`src/rtl/c_port_arbiter_pkg.sv`:
```
// Shared types for the C-port arbiter: FSM state encoding and default watchdog.
package c_port_arbiter_pkg;

   typedef enum logic [1:0] {
      ARB_IDLE,
      ARB_ISSUE,
      ARB_WAIT,
      ARB_DONE
   } Arb_State;

   localparam int ARB_TIMEOUT_DEF = 1023;

endpackage

```
`src/rtl/c_port_arbiter_if.sv`:
```
// Requester-side and bridge-side signals of the shared C port.
// slave: the arbiter's view; master: the view of whatever drives requests
// and models the bridge.
interface c_port_arbiter_if;

   logic        rq0_valid;
   logic [7:0]  rq0_addr;
   logic [63:0] rq0_wdata;
   logic        rq0_r_wb;
   logic        rq0_done;
   logic        rq0_err;
   logic [63:0] rq0_rdata;

   logic        rq1_valid;
   logic [7:0]  rq1_addr;
   logic [63:0] rq1_wdata;
   logic        rq1_r_wb;
   logic        rq1_done;
   logic        rq1_err;
   logic [63:0] rq1_rdata;

   logic        C_in_valid;
   logic [7:0]  C_addr;
   logic [63:0] C_data_w;
   logic        C_r_wb;
   logic        C_out_valid;
   logic [63:0] C_data_r;

   modport slave (
      input  rq0_valid, rq0_addr, rq0_wdata, rq0_r_wb,
      output rq0_done, rq0_err, rq0_rdata,
      input  rq1_valid, rq1_addr, rq1_wdata, rq1_r_wb,
      output rq1_done, rq1_err, rq1_rdata,
      output C_in_valid, C_addr, C_data_w, C_r_wb,
      input  C_out_valid, C_data_r
   );

   modport master (
      output rq0_valid, rq0_addr, rq0_wdata, rq0_r_wb,
      input  rq0_done, rq0_err, rq0_rdata,
      output rq1_valid, rq1_addr, rq1_wdata, rq1_r_wb,
      input  rq1_done, rq1_err, rq1_rdata,
      input  C_in_valid, C_addr, C_data_w, C_r_wb,
      output C_out_valid, C_data_r
   );

endinterface

```
`src/rtl/c_port_arbiter_rr_pick2.sv`:
```
// Two-way round-robin chooser: a lone requester always wins, a tie goes to
// the requester that was not granted last.
module rr_pick2 (
   input  logic [1:0] req,
   input  logic       last_gnt,
   output logic       gnt_id,
   output logic       any
);

   // tie-break against the previous winner, otherwise whoever is asking
   always_comb begin
      any = |req;
      if (&req) gnt_id = ~last_gnt;
      else      gnt_id = req[1];
   end

endmodule

```
`src/rtl/c_port_arbiter.sv`:
```
// Shares one bridge C port between two requesters, one transaction in flight,
// with a watchdog that aborts a transaction the bridge never completes.
//
// state     | meaning
// ----------+---------------------------------------------------------------
// ARB_IDLE  | no transaction; pick a winner and latch its command
// ARB_ISSUE | single-cycle C_in_valid pulse to the bridge, watchdog cleared
// ARB_WAIT  | waiting for C_out_valid; watchdog counting toward timeout
// ARB_DONE  | one-cycle done/err pulse to the granted requester
module c_port_arbiter
   import c_port_arbiter_pkg::*;
#(
   parameter int TIMEOUT_CYC = ARB_TIMEOUT_DEF,
   parameter int CNT_W       = 10
) (
   input  logic            clk,
   input  logic            rst_n,
   c_port_arbiter_if.slave bus,
   output logic            busy
);

   localparam logic [CNT_W-1:0] CNT_LAST = CNT_W'(TIMEOUT_CYC - 1);

   Arb_State         state_q, state_nxt;
   logic             last_gnt_q;
   logic             gnt_q;
   logic [7:0]       addr_q;
   logic [63:0]      wdata_q;
   logic             r_wb_q;
   logic             err_q;
   logic [63:0]      rdata0_q, rdata1_q;
   logic [CNT_W-1:0] cnt_q;

   logic             pick_id, pick_any;
   logic             grant, wait_hit, wait_tmo;

   rr_pick2 u_pick (
      .req      ({bus.rq1_valid, bus.rq0_valid}),
      .last_gnt (last_gnt_q),
      .gnt_id   (pick_id),
      .any      (pick_any)
   );

   // a bridge completion takes priority over a timeout in the same cycle
   assign grant    = (state_q == ARB_IDLE) && pick_any;
   assign wait_hit = (state_q == ARB_WAIT) && bus.C_out_valid;
   assign wait_tmo = (state_q == ARB_WAIT) && !bus.C_out_valid && (cnt_q == CNT_LAST);

   // next-state decode
   always_comb begin
      state_nxt = state_q;
      case (state_q)
         ARB_IDLE:  if (pick_any) state_nxt = ARB_ISSUE;
         ARB_ISSUE: state_nxt = ARB_WAIT;
         ARB_WAIT:  if (wait_hit || wait_tmo) state_nxt = ARB_DONE;
         ARB_DONE:  state_nxt = ARB_IDLE;
         default:   state_nxt = ARB_IDLE;
      endcase
   end

   // state register
   always_ff @(posedge clk) begin
      if (!rst_n) state_q <= ARB_IDLE;
      else        state_q <= state_nxt;
   end

   // grant/command latch, watchdog and per-requester read data
   always_ff @(posedge clk) begin
      if (!rst_n) begin
         last_gnt_q <= 1'b1;
         gnt_q      <= 1'b0;
         addr_q     <= '0;
         wdata_q    <= '0;
         r_wb_q     <= 1'b0;
         err_q      <= 1'b0;
         rdata0_q   <= '0;
         rdata1_q   <= '0;
         cnt_q      <= '0;
      end else begin
         if (grant) begin
            gnt_q      <= pick_id;
            last_gnt_q <= pick_id;
            addr_q     <= pick_id ? bus.rq1_addr  : bus.rq0_addr;
            wdata_q    <= pick_id ? bus.rq1_wdata : bus.rq0_wdata;
            r_wb_q     <= pick_id ? bus.rq1_r_wb  : bus.rq0_r_wb;
         end

         if (state_q == ARB_ISSUE)     cnt_q <= '0;
         else if (state_q == ARB_WAIT) cnt_q <= cnt_q + 1'b1;

         if (wait_hit) begin
            err_q <= 1'b0;
            if (r_wb_q) begin
               if (gnt_q) rdata1_q <= bus.C_data_r;
               else       rdata0_q <= bus.C_data_r;
            end
         end else if (wait_tmo) begin
            err_q <= 1'b1;
            if (gnt_q) rdata1_q <= '0;
            else       rdata0_q <= '0;
         end
      end
   end

   assign bus.C_in_valid = (state_q == ARB_ISSUE);
   assign bus.C_addr     = addr_q;
   assign bus.C_data_w   = wdata_q;
   assign bus.C_r_wb     = r_wb_q;

   assign bus.rq0_done   = (state_q == ARB_DONE) && !gnt_q;
   assign bus.rq1_done   = (state_q == ARB_DONE) &&  gnt_q;
   assign bus.rq0_err    = bus.rq0_done && err_q;
   assign bus.rq1_err    = bus.rq1_done && err_q;
   assign bus.rq0_rdata  = rdata0_q;
   assign bus.rq1_rdata  = rdata1_q;

   assign busy           = (state_q != ARB_IDLE);

endmodule

```
`src/flat_wrapper.sv`:
```
// flat-port wrapper written by rule: the top's interface ports become plain ports
module c_port_arbiter_flat import c_port_arbiter_pkg::*;
#(
   parameter int TIMEOUT_CYC = ARB_TIMEOUT_DEF,
   parameter int CNT_W       = 10
)
  (clk, rst_n, busy, bus_rq0_valid, bus_rq0_addr, bus_rq0_wdata, bus_rq0_r_wb, bus_rq0_done, bus_rq0_err, bus_rq0_rdata, bus_rq1_valid, bus_rq1_addr, bus_rq1_wdata, bus_rq1_r_wb, bus_rq1_done, bus_rq1_err, bus_rq1_rdata, bus_C_in_valid, bus_C_addr, bus_C_data_w, bus_C_r_wb, bus_C_out_valid, bus_C_data_r);
  c_port_arbiter_if bus_i ();
  input  logic clk;
  input  logic rst_n;
  output logic busy;
  input wire logic [$bits(bus_i.rq0_valid)-1:0] bus_rq0_valid;
  input wire logic [$bits(bus_i.rq0_addr)-1:0] bus_rq0_addr;
  input wire logic [$bits(bus_i.rq0_wdata)-1:0] bus_rq0_wdata;
  input wire logic [$bits(bus_i.rq0_r_wb)-1:0] bus_rq0_r_wb;
  output wire logic [$bits(bus_i.rq0_done)-1:0] bus_rq0_done;
  output wire logic [$bits(bus_i.rq0_err)-1:0] bus_rq0_err;
  output wire logic [$bits(bus_i.rq0_rdata)-1:0] bus_rq0_rdata;
  input wire logic [$bits(bus_i.rq1_valid)-1:0] bus_rq1_valid;
  input wire logic [$bits(bus_i.rq1_addr)-1:0] bus_rq1_addr;
  input wire logic [$bits(bus_i.rq1_wdata)-1:0] bus_rq1_wdata;
  input wire logic [$bits(bus_i.rq1_r_wb)-1:0] bus_rq1_r_wb;
  output wire logic [$bits(bus_i.rq1_done)-1:0] bus_rq1_done;
  output wire logic [$bits(bus_i.rq1_err)-1:0] bus_rq1_err;
  output wire logic [$bits(bus_i.rq1_rdata)-1:0] bus_rq1_rdata;
  output wire logic [$bits(bus_i.C_in_valid)-1:0] bus_C_in_valid;
  output wire logic [$bits(bus_i.C_addr)-1:0] bus_C_addr;
  output wire logic [$bits(bus_i.C_data_w)-1:0] bus_C_data_w;
  output wire logic [$bits(bus_i.C_r_wb)-1:0] bus_C_r_wb;
  input wire logic [$bits(bus_i.C_out_valid)-1:0] bus_C_out_valid;
  input wire logic [$bits(bus_i.C_data_r)-1:0] bus_C_data_r;
  assign bus_i.rq0_valid = bus_rq0_valid;
  assign bus_i.rq0_addr = bus_rq0_addr;
  assign bus_i.rq0_wdata = bus_rq0_wdata;
  assign bus_i.rq0_r_wb = bus_rq0_r_wb;
  assign bus_rq0_done = bus_i.rq0_done;
  assign bus_rq0_err = bus_i.rq0_err;
  assign bus_rq0_rdata = bus_i.rq0_rdata;
  assign bus_i.rq1_valid = bus_rq1_valid;
  assign bus_i.rq1_addr = bus_rq1_addr;
  assign bus_i.rq1_wdata = bus_rq1_wdata;
  assign bus_i.rq1_r_wb = bus_rq1_r_wb;
  assign bus_rq1_done = bus_i.rq1_done;
  assign bus_rq1_err = bus_i.rq1_err;
  assign bus_rq1_rdata = bus_i.rq1_rdata;
  assign bus_C_in_valid = bus_i.C_in_valid;
  assign bus_C_addr = bus_i.C_addr;
  assign bus_C_data_w = bus_i.C_data_w;
  assign bus_C_r_wb = bus_i.C_r_wb;
  assign bus_i.C_out_valid = bus_C_out_valid;
  assign bus_i.C_data_r = bus_C_data_r;
  c_port_arbiter #(.TIMEOUT_CYC(TIMEOUT_CYC), .CNT_W(CNT_W)) u_core (.clk(clk), .rst_n(rst_n), .bus(bus_i), .busy(busy));
endmodule
```
`config.mk`:
```
export PLATFORM = sky130hd
export DESIGN_NAME = c_port_arbiter_flat
export DESIGN_NICKNAME = d
export VERILOG_FILES = /design/src/rtl/c_port_arbiter_pkg.sv /design/src/rtl/c_port_arbiter_if.sv /design/src/rtl/c_port_arbiter_rr_pick2.sv /design/src/rtl/c_port_arbiter.sv /design/src/flat_wrapper.sv
export SDC_FILE = /design/constraint.sdc
export NUM_CORES = 1
export LEC_CHECK = 0
export ABC_CLOCK_PERIOD_IN_PS = 4680
export BUFFER_PORTS_ARGS = -buffer_cell sky130_fd_sc_hd__buf_2
export CORE_AREA = 5 5 162 164
export CTS_BUF_LIST = sky130_fd_sc_hd__clkbuf_2 sky130_fd_sc_hd__clkbuf_4 sky130_fd_sc_hd__clkbuf_8
export DETAILED_ROUTE_END_ITERATION = 12
export DIE_AREA = 0 0 167 169
export GPL_TIMING_DRIVEN = 1
export HOLD_SLACK_MARGIN = 0.08
export SLEW_MARGIN = 40
export SYNTH_ARGS = -nofsm -noshare
export SYNTH_HDL_FRONTEND = slang
export SYNTH_SLANG_ARGS = --single-unit
```
`constraint.sdc`:
```
create_clock -name clk -period 4.68 [get_ports clk]
set_input_delay 0.702 -clock clk [delete_from_list [all_inputs] [get_ports clk]]
set_output_delay 0.702 -clock clk [all_outputs]
set_load 0.02 [all_outputs]
```
==> PnR_summary.wiki, run 1 <==
{| class="wikitable"
! Metric !! Value
|-
| Result of the run || finished, final reports clean
|-
| Worst path top cell family by delay || buffers and inverters
|-
| Crit path top cell by count || sky130_fd_sc_hd__buf_4
|-
| Hold buffer count at cts || 0
|-
| Int Power || 3.92 mW
|-
| Fraction of power consumed by combinational cells || 0.292
|-
| Class of the most critical setup path || reg2reg
|-
| Cells along the critical path || inv_1, ha_1, nand2_2, o21ba_2, buf_4, a21oi_4, buf_4, a32o_1
|-
| Area share of the largest cell type after synthesis || 0.498
|-
| Critical path data required time || 5.13 ns
|-
| Fin nets || 1465
|-
| Synthesized cell area || 0.00869 sq mm
|-
| Antenna Violating Nets Remaining || 0
|-
| DR DRC count || 0
|-
| Number of enable-type register cells in the synthesized netlist || 0
|-
| Tmin final || 2.71 ns
|-
| Number of top-level pins || 422
|-
| Mean routed wirelength per cell || 17.2 um
|-
| Largest incremental delay on the critical path || 0.58 ns
|-
| Terminus of the critical flop-to-flop path || u_core.bus.rq0_rdata[61]
|-
| Timing-limited maximum frequency || 369 MHz
|-
| Height of the die || 169 um
|-
| Power density normalized to cell area || 506 mW/mm^2
|-
| Synthesis-to-layout area growth || 35.7%
|-
| Switching Power || 2.04 mW
|-
| Worst Hold Slack || 0.443 ns
|-
| First-iteration detailed-routing DRC count || 456
|-
| Hold violation total from the final report || 0
|-
| Initial Util || 0.351
|-
| Leakage power figure || 5.85 nW
|-
| GRT overflow || 0
|-
| Post-Route Skew || 0.0175 ns
|-
| Clock tree from TritonCTS || done
|-
| Initial antenna violation count || 7
|-
| Sequential power share || 0.383
|-
| Total cell area at the placement stage || 0.0109 sq mm
|-
| Clock Power Share || 0.326
|-
| Signal arrival time at the worst endpoint || 3.16 ns
|-
| Startpoint of the worst register-to-register path || u_core.state_q[0]
|-
| Total clock buffers created by CTS || 39
|-
| Total wire length || 27600 um
|-
| Max Slew Vio Count || 0
|-
| Switching part of the total || 0.343
|-
| Clock transition at the register clock pins on the worst setup and hold paths after CTS || 0.06 ns
|-
| Element type at the critical path end || flip-flop
|-
| Transition time at the pin with the least slew margin || 0.810 ns
|-
| Yosys top cell by area || sky130_fd_sc_hd__dfxtp_1
|-
| Final Core Density || 0.476
|-
| Setup violators final || 0
|-
| Summed area of non-filler cells in the final layout || 0.0118 sq mm
|-
| Total number of clock tree sinks || 216
|-
| Layout filler cell count || 2407
|-
| Yosys warning count || 0
|-
| Share of the clock period used by the worst path || 0.579
|-
| Worst IR Drop VDD || 286 uV
|-
| Detailed placement HPWL || 19900 um
|-
| Mapped Nets || 1066
|-
| Number of placed cells counting well taps || 1532
|-
| Cts repair resizes || 0
|-
| Hold Path Depth || 3
|-
| Die footprint || 0.0282 sq mm
|-
| Critical path's slowest cell || sky130_fd_sc_hd__buf_4
|-
| Commonest register cell after synthesis || sky130_fd_sc_hd__dfxtp_1
|-
| Average cell area after synthesis || 10.3 sq um
|-
| Via count normalized by instance count || 4.86
|-
| Largest cells by area after synthesis || sky130_fd_sc_hd__dfxtp_1, sky130_fd_sc_hd__mux2i_1, sky130_fd_sc_hd__a32o_1, sky130_fd_sc_hd__a211oi_1, sky130_fd_sc_hd__nand2_1
|-
| RSZ-0062 raised after global routing || no
|-
| Register area share after synthesis || 0.498
|-
| Slack of the worst reg-to-reg path || 1.97 ns
|-
| Clock buffer depth || 3
|-
| I/O Buffers || 421
|-
| Clk Tree Root Cell || sky130_fd_sc_hd__clkbuf_8
|-
| Relative slew margins || 0.460
|-
| Max-Cap Viols || 0
|-
| Number of buffers inserted by post-CTS setup repair || 0
|-
| Total buffers and inverters traversed by the critical path || 3
|-
| Startpoint kind of the worst setup timing path || flip-flop
|-
| Number of cells on the worst reg-to-reg path || 8
|-
| Overall track demand over capacity in global routing || 0.181
|-
| Synthesized instance count || 844
|-
| Hold EP || u_core.bus.rq1_rdata[47]
|-
| Total negative slack for setup checks || 0 ns
|-
| Largest fanout on the critical path || 65
|-
| Hold path start || bus_C_data_r[47]
|-
| Global-route wire length before repair || 41600 um
|-
| Clock latency reported for the late side of the worst-skew pair || 0.51 ns
|-
| Distinct cell type count of the synthesized netlist || 41
|-
| FF+latch count, synth || 216
|-
| Horizontal die dimension || 167 um
|-
| Count of placed standard cells in the final layout, fillers left out || 1602
|-
| Detailed-routing iteration count for the pre-antenna-repair pass || 4
|-
| Vias in the first global route || 7497
|-
| Largest net degree at the start of global routing || 99
|-
| Synth async-reset ratio || 0
|-
| Share of post-route cells with drive strength above 1 || 0.405
|-
| Htree depth || 2
|-
| Floorplan core area || 0.0247 sq mm
|-
| Gp weighted congestion || 0.811
|-
| Vias || 7789
|-
| Worst min-delay path class || in2reg
|-
| Core Rows || 58
|}
==> placed cells by master, fill, tap and decap left out, types with 4 or more instances in the layout <==
cell                       count
sky130_fd_sc_hd__a211oi_1     74
sky130_fd_sc_hd__nor2_1       83
sky130_fd_sc_hd__buf_12        4
sky130_fd_sc_hd__inv_1         4
sky130_fd_sc_hd__and3_1        4
sky130_fd_sc_hd__buf_4         8
sky130_fd_sc_hd__nand2_1     133
sky130_fd_sc_hd__a32o_1       64
sky130_fd_sc_hd__dfxtp_1     216
sky130_fd_sc_hd__clkbuf_4     13
sky130_fd_sc_hd__ha_1          7
sky130_fd_sc_hd__xor2_1        5
sky130_fd_sc_hd__buf_2       421
sky130_fd_sc_hd__mux2i_1     138
sky130_fd_sc_hd__clkbuf_8     48
==> how the worst max path moves through the flow <==
stage	start	end	slack [ns]	depth (start not counted)
after global placement	u_core.state_q[0]	u_core.bus.rq0_rdata[50]	2.00	8
after CTS	u_core.state_q[0]	u_core.bus.rq0_rdata[35]	1.95	8
final	u_core.state_q[0]	u_core.bus.rq0_rdata[61]	1.97	8
after detailed placement	u_core.state_q[0]	u_core.bus.rq0_rdata[46]	1.94	8
after global routing	u_core.state_q[0]	u_core.bus.rq0_rdata[35]	1.75	8
after floorplan	bus_C_out_valid	u_core.bus.rq0_rdata[10]	2.77	5
==> Yosys cell counts, types with 3 or more instances <==
master	count
sky130_fd_sc_hd__mux2i_1	138
sky130_fd_sc_hd__a21oi_1	3
sky130_fd_sc_hd__nand4_1	3
sky130_fd_sc_hd__a32o_1	64
sky130_fd_sc_hd__nor2_1	84
sky130_fd_sc_hd__nand2_1	133
sky130_fd_sc_hd__a211oi_1	74
sky130_fd_sc_hd__ha_1	7
sky130_fd_sc_hd__xor2_1	5
sky130_fd_sc_hd__xnor2_1	3
sky130_fd_sc_hd__dfxtp_1	216
sky130_fd_sc_hd__buf_12	6
sky130_fd_sc_hd__buf_4	7
sky130_fd_sc_hd__clkbuf_1	40
sky130_fd_sc_hd__buf_6	8
sky130_fd_sc_hd__buf_2	7
sky130_fd_sc_hd__buf_1	8
sky130_fd_sc_hd__inv_1	5
sky130_fd_sc_hd__and3_1	4
==> metal layers <==
| metal | GRT usage | part of all wire | vias to the layer above |
|---|---|---|---|
| met3 | 0.0761 | 0.11 | 44 |
| met5 | 0 | 0.0019 | - |
| met2 | 0.304 | 0.47 | 334 |
| met1 | 0.213 | 0.40 | 3551 |
| li1 | - | - | 3852 |
| met4 | 0.0509 | 0.018 | 8 |
==> flip-flops by register name (all words and copies together) (netlist names), 2 cells and up <==
name	cells
u_core.cnt_q	10
u_core.bus.rq0_rdata	64
u_core.bus.C_addr	8
u_core.state_q	2
u_core.bus.C_data_w	64
u_core.bus.rq1_rdata	64
==> cell families after synthesis <==
kind of cell / after synthesis / synth area share
AO/OA/AOI/OAI: 153 / 0.154
AND/OR/NAND/NOR: 240 / 0.114
buffers and inverters: 82 / 0.0576
adder cells (fa/ha/maj): 7 / 0.0101
XOR/XNOR: 8 / 0.00807
multiplexers: 138 / 0.159
flip-flops: 216 / 0.498
==> power groups by stage <==
stage | clock network, mW | registers [mW] | logic [mW]
after detailed placement | 0 | 2.32 | 1.76
after global placement | 0 | 2.31 | 1.74
after CTS | 2.00 | 2.28 | 1.76
after global routing | 2.09 | 2.32 | 1.90
after floorplan | 0 | 2.63 | 0.872
final | 1.94 | 2.28 | 1.74
==> area by class of cell <==
cell class	instances	area [sq um]	area share
Inverter	6	22.5	0.00191
Sequential cell	216	4320	0.367
Timing Repair Buffer	434	2260	0.192
Clock inverter	6	105	0.00892
Multi-Input combinational cell	546	3900	0.331
Antenna cell	3	7.51	0.000637
Clock buffer	61	758	0.0643
Tap cell	330	413	0.0350
==> metrics by stage <==
step / total power [mW] / setup slack (ns)
floorplan: 3.50 / 2.77
global placement: 4.06 / 2.00
detailed placement: 4.08 / 1.94
CTS: 6.05 / 1.95
global route: 6.31 / 1.75
finish: 5.97 / 1.97
==> worst min-delay path, delay by kind of cell <==
kind / cells / cell delay (ns)
buffers and inverters: 1 / 0.11
multiplexers: 1 / 0.05
AND/OR/NAND/NOR: 1 / 0.05
(Power assumes the default switching activity.)
==> inputs of run 2 (changes only) <==
--- a/config.mk
+++ b/config.mk
@@ -5,7 +5,7 @@
 export SDC_FILE = /design/constraint.sdc
 export NUM_CORES = 1
 export LEC_CHECK = 0
-export ABC_CLOCK_PERIOD_IN_PS = 4680
+export ABC_CLOCK_PERIOD_IN_PS = 2340
 export BUFFER_PORTS_ARGS = -buffer_cell sky130_fd_sc_hd__buf_2
 export CORE_AREA = 5 5 162 164
 export CTS_BUF_LIST = sky130_fd_sc_hd__clkbuf_2 sky130_fd_sc_hd__clkbuf_4 sky130_fd_sc_hd__clkbuf_8
@@ -13,6 +13,7 @@
 export DIE_AREA = 0 0 167 169
 export GPL_TIMING_DRIVEN = 1
 export HOLD_SLACK_MARGIN = 0.08
+export PLACE_DENSITY = 0.67
 export SLEW_MARGIN = 40
 export SYNTH_ARGS = -nofsm -noshare
 export SYNTH_HDL_FRONTEND = slang
==> constraint.sdc (replaced) <==
create_clock -name clk -period 2.34 [get_ports clk]
set_input_delay 0.351 -clock clk [delete_from_list [all_inputs] [get_ports clk]]
set_output_delay 0.351 -clock clk [all_outputs]
set_load 0.02 [all_outputs]
==> PnR_summary.wiki, run 2 (synthesis results as in run 1) <==
{| class="wikitable"
! Metric !! Value
|-
| Result of the run || finished, final reports clean
|-
| Worst Hold Slack || 0.115 ns
|-
| Clock tree from TritonCTS || done
|-
| Largest fanout on the critical path || 22
|-
| Total negative slack for setup checks || 0 ns
|-
| Leakage power figure || 6.07 nW
|-
| Count of placed standard cells in the final layout, fillers left out || 1655
|-
| Hold violation total from the final report || 0
|-
| Height of the die || 169 um
|-
| Switching part of the total || 0.344
|-
| Overall track demand over capacity in global routing || 0.189
|-
| Element type at the critical path end || flip-flop
|-
| Summed area of non-filler cells in the final layout || 0.0123 sq mm
|-
| RSZ-0062 raised after global routing || no
|-
| Class of the most critical setup path || reg2reg
|-
| Htree depth || 2
|-
| Cts repair resizes || 0
|-
| Setup violators final || 0
|-
| Clock transition at the register clock pins on the worst setup and hold paths after CTS || 0.06 ns
|-
| Fraction of power consumed by combinational cells || 0.308
|-
| Pre-CTS WS || 0.309 ns
|-
| Final setup margin || 0.305 ns
|-
| Vias || 8139
|-
| Gp weighted congestion || 0.882
|-
| Slack of the worst reg-to-reg path || 0.31 ns
|-
| Global-route wire length before repair || 43700 um
|-
| Detailed-routing iteration count for the pre-antenna-repair pass || 4
|-
| Number of buffers inserted by post-CTS setup repair || 0
|-
| Largest net degree at the start of global routing || 89
|-
| Number of top-level pins || 422
|-
| Final Core Density || 0.497
|-
| Fin nets || 1520
|-
| Total wire length || 28300 um
|-
| Signal arrival time at the worst endpoint || 2.43 ns
|-
| Switching Power || 4.12 mW
|-
| First-iteration detailed-routing DRC count || 433
|-
| Worst path top cell family by delay || compound AO/OA/AOI/OAI gates
|-
| Total power of the final layout || 12.0 mW
|-
| Power density normalized to cell area || 973 mW/mm^2
|-
| Total buffers and inverters traversed by the critical path || 2
|-
| Floorplan core area || 0.0247 sq mm
|-
| Initial antenna violation count || 7
|-
| Layout filler cell count || 2322
|-
| Worst min-delay path class || in2reg
|-
| Detailed placement HPWL || 20600 um
|-
| Int Power || 7.84 mW
|-
| Relative slew margins || 0.443
|-
| Commonest non-fill, non-tap cells in the layout || sky130_fd_sc_hd__buf_2, sky130_fd_sc_hd__dfxtp_1, sky130_fd_sc_hd__mux2i_1
|-
| Clock latency reported for the late side of the worst-skew pair || 0.52 ns
|-
| Critical path data required time || 2.73 ns
|-
| Post-Route Skew || 0.0197 ns
|-
| Horizontal die dimension || 167 um
|-
| Total cell area at the placement stage || 0.0110 sq mm
|-
| Max Slew Vio Count || 0
|-
| Vias in the first global route || 8188
|-
| Critical path's slowest cell || sky130_fd_sc_hd__o41ai_4
|-
| Share of the clock period used by the worst path || 0.870
|-
| Met1 Routed Length || 10700 um
|-
| Largest incremental delay on the critical path || 0.40 ns
|-
| Antenna Violating Nets Remaining || 0
|-
| Core Rows || 58
|-
| I/O Buffers || 421
|-
| Mean routed wirelength per cell || 17.1 um
|-
| Footprint of the flip-flops and latches || 0.00432 sq mm
|-
| WL met3 || 3000 um
|-
| Total clock buffers created by CTS || 39
|-
| Initial Util || 0.351
|-
| DR DRC count || 0
|-
| Clk Tree Root Cell || sky130_fd_sc_hd__clkbuf_8
|-
| Origin of the worst setup path || u_core.state_q[0]
|-
| Hold path start || bus_C_data_r[26]
|-
| GRT overflow || 0
|-
| Number of placed cells counting well taps || 1538
|-
| Total number of clock tree sinks || 216
|-
| Timing-limited maximum frequency || 491 MHz
|-
| Sequential power share || 0.382
|-
| Startpoint kind of the worst setup timing path || flip-flop
|-
| Most common cell after layout, fill and taps aside || sky130_fd_sc_hd__buf_2
|-
| Combined area of the multi-input logic cells || 0.00390 sq mm
|-
| Cells along the critical path || inv_1, ha_1, nand3_4, o41ai_4, a21oi_4, buf_4, a32o_1
|-
| Via count normalized by instance count || 4.92
|-
| Worst IR Drop VDD || 636 uV
|-
| Transition time at the pin with the least slew margin || 0.835 ns
|-
| Max-Cap Viols || 0
|-
| Met2 wire length || 13600 um
|-
| Max Used Layer || met5
|-
| Clock buffer depth || 3
|-
| Tmin final || 2.03 ns
|-
| Share of post-route cells with drive strength above 1 || 0.392
|-
| Startpoint of the worst register-to-register path || u_core.state_q[0]
|-
| Die footprint || 0.0282 sq mm
|-
| Synthesis-to-layout area growth || 41.5%
|-
| Clock Power Share || 0.310
|}
## run 2: cell types whose count changed in the layout (fill, tap and decap cells not counted)
| cell | change |
|---|---|
| sky130_fd_sc_hd__buf_8 | -1 |
| sky130_fd_sc_hd__bufinv_16 | -1 |
| sky130_fd_sc_hd__buf_12 | +2 |
| sky130_fd_sc_hd__clkinv_2 | -1 |
| sky130_fd_sc_hd__buf_4 | +5 |
| sky130_fd_sc_hd__clkbuf_8 | -2 |
| sky130_fd_sc_hd__dlygate4sd3_1 | +49 |
| sky130_fd_sc_hd__clkbuf_4 | +2 |
## run 2: area by class of cell
| type | count | share of cell area |
|---|---|---|
| repair buffers | 489 | 0.229 |
| clock inverters | 4 | 0.00570 |
| clock buffers | 61 | 0.0607 |
| diodes | 3 | 0.000611 |
| multi-input cells | 546 | 0.317 |
| inverters | 6 | 0.00183 |
| flip-flops and latches | 216 | 0.352 |
| well taps | 330 | 0.0336 |
## run 2: final timing paths
path,to,depth (start not counted)
max reg2reg,u_core.bus.rq0_rdata[46],7
min reg2reg,u_core.bus.rq1_rdata[40],2
min,u_core.bus.rq1_rdata[26],3
max,u_core.bus.rq0_rdata[46],7
## run 2: repair_timing
item / 4_1_cts / 5_1_grt
hold endpoints to repair: 83 / 0
setup endpoints to repair: 0 / 0
hold buffers: 49 / 0
## run 2: worst reg2reg max path, stage by stage, from the launching register on
cell                      delay [ns]
sky130_fd_sc_hd__dfxtp_1        0.33
sky130_fd_sc_hd__inv_1          0.12
sky130_fd_sc_hd__ha_1           0.33
sky130_fd_sc_hd__nand3_4        0.16
sky130_fd_sc_hd__o41ai_4        0.40
sky130_fd_sc_hd__a21oi_4        0.11
sky130_fd_sc_hd__buf_4          0.23
sky130_fd_sc_hd__a32o_1         0.24
## run 2: power by group through the flow
| stage | Sequential (mW) | Clock [mW] | Combinational (mW) |
|---|---|---|---|
| CTS | 4.56 | 3.83 | 3.71 |
| detailed placement | 4.62 | 0 | 3.65 |
| floorplan | 5.26 | 0 | 1.74 |
| global placement | 4.61 | 0 | 3.59 |
| finish | 4.57 | 3.71 | 3.68 |
| global route | 4.63 | 3.99 | 4.03 |
## run 2: per-layer routing
metal	vias up	global-route usage
li1	3938	-
met2	370	0.326
met1	3749	0.207
met5	-	0
met3	74	0.0827
met4	8	0.0658
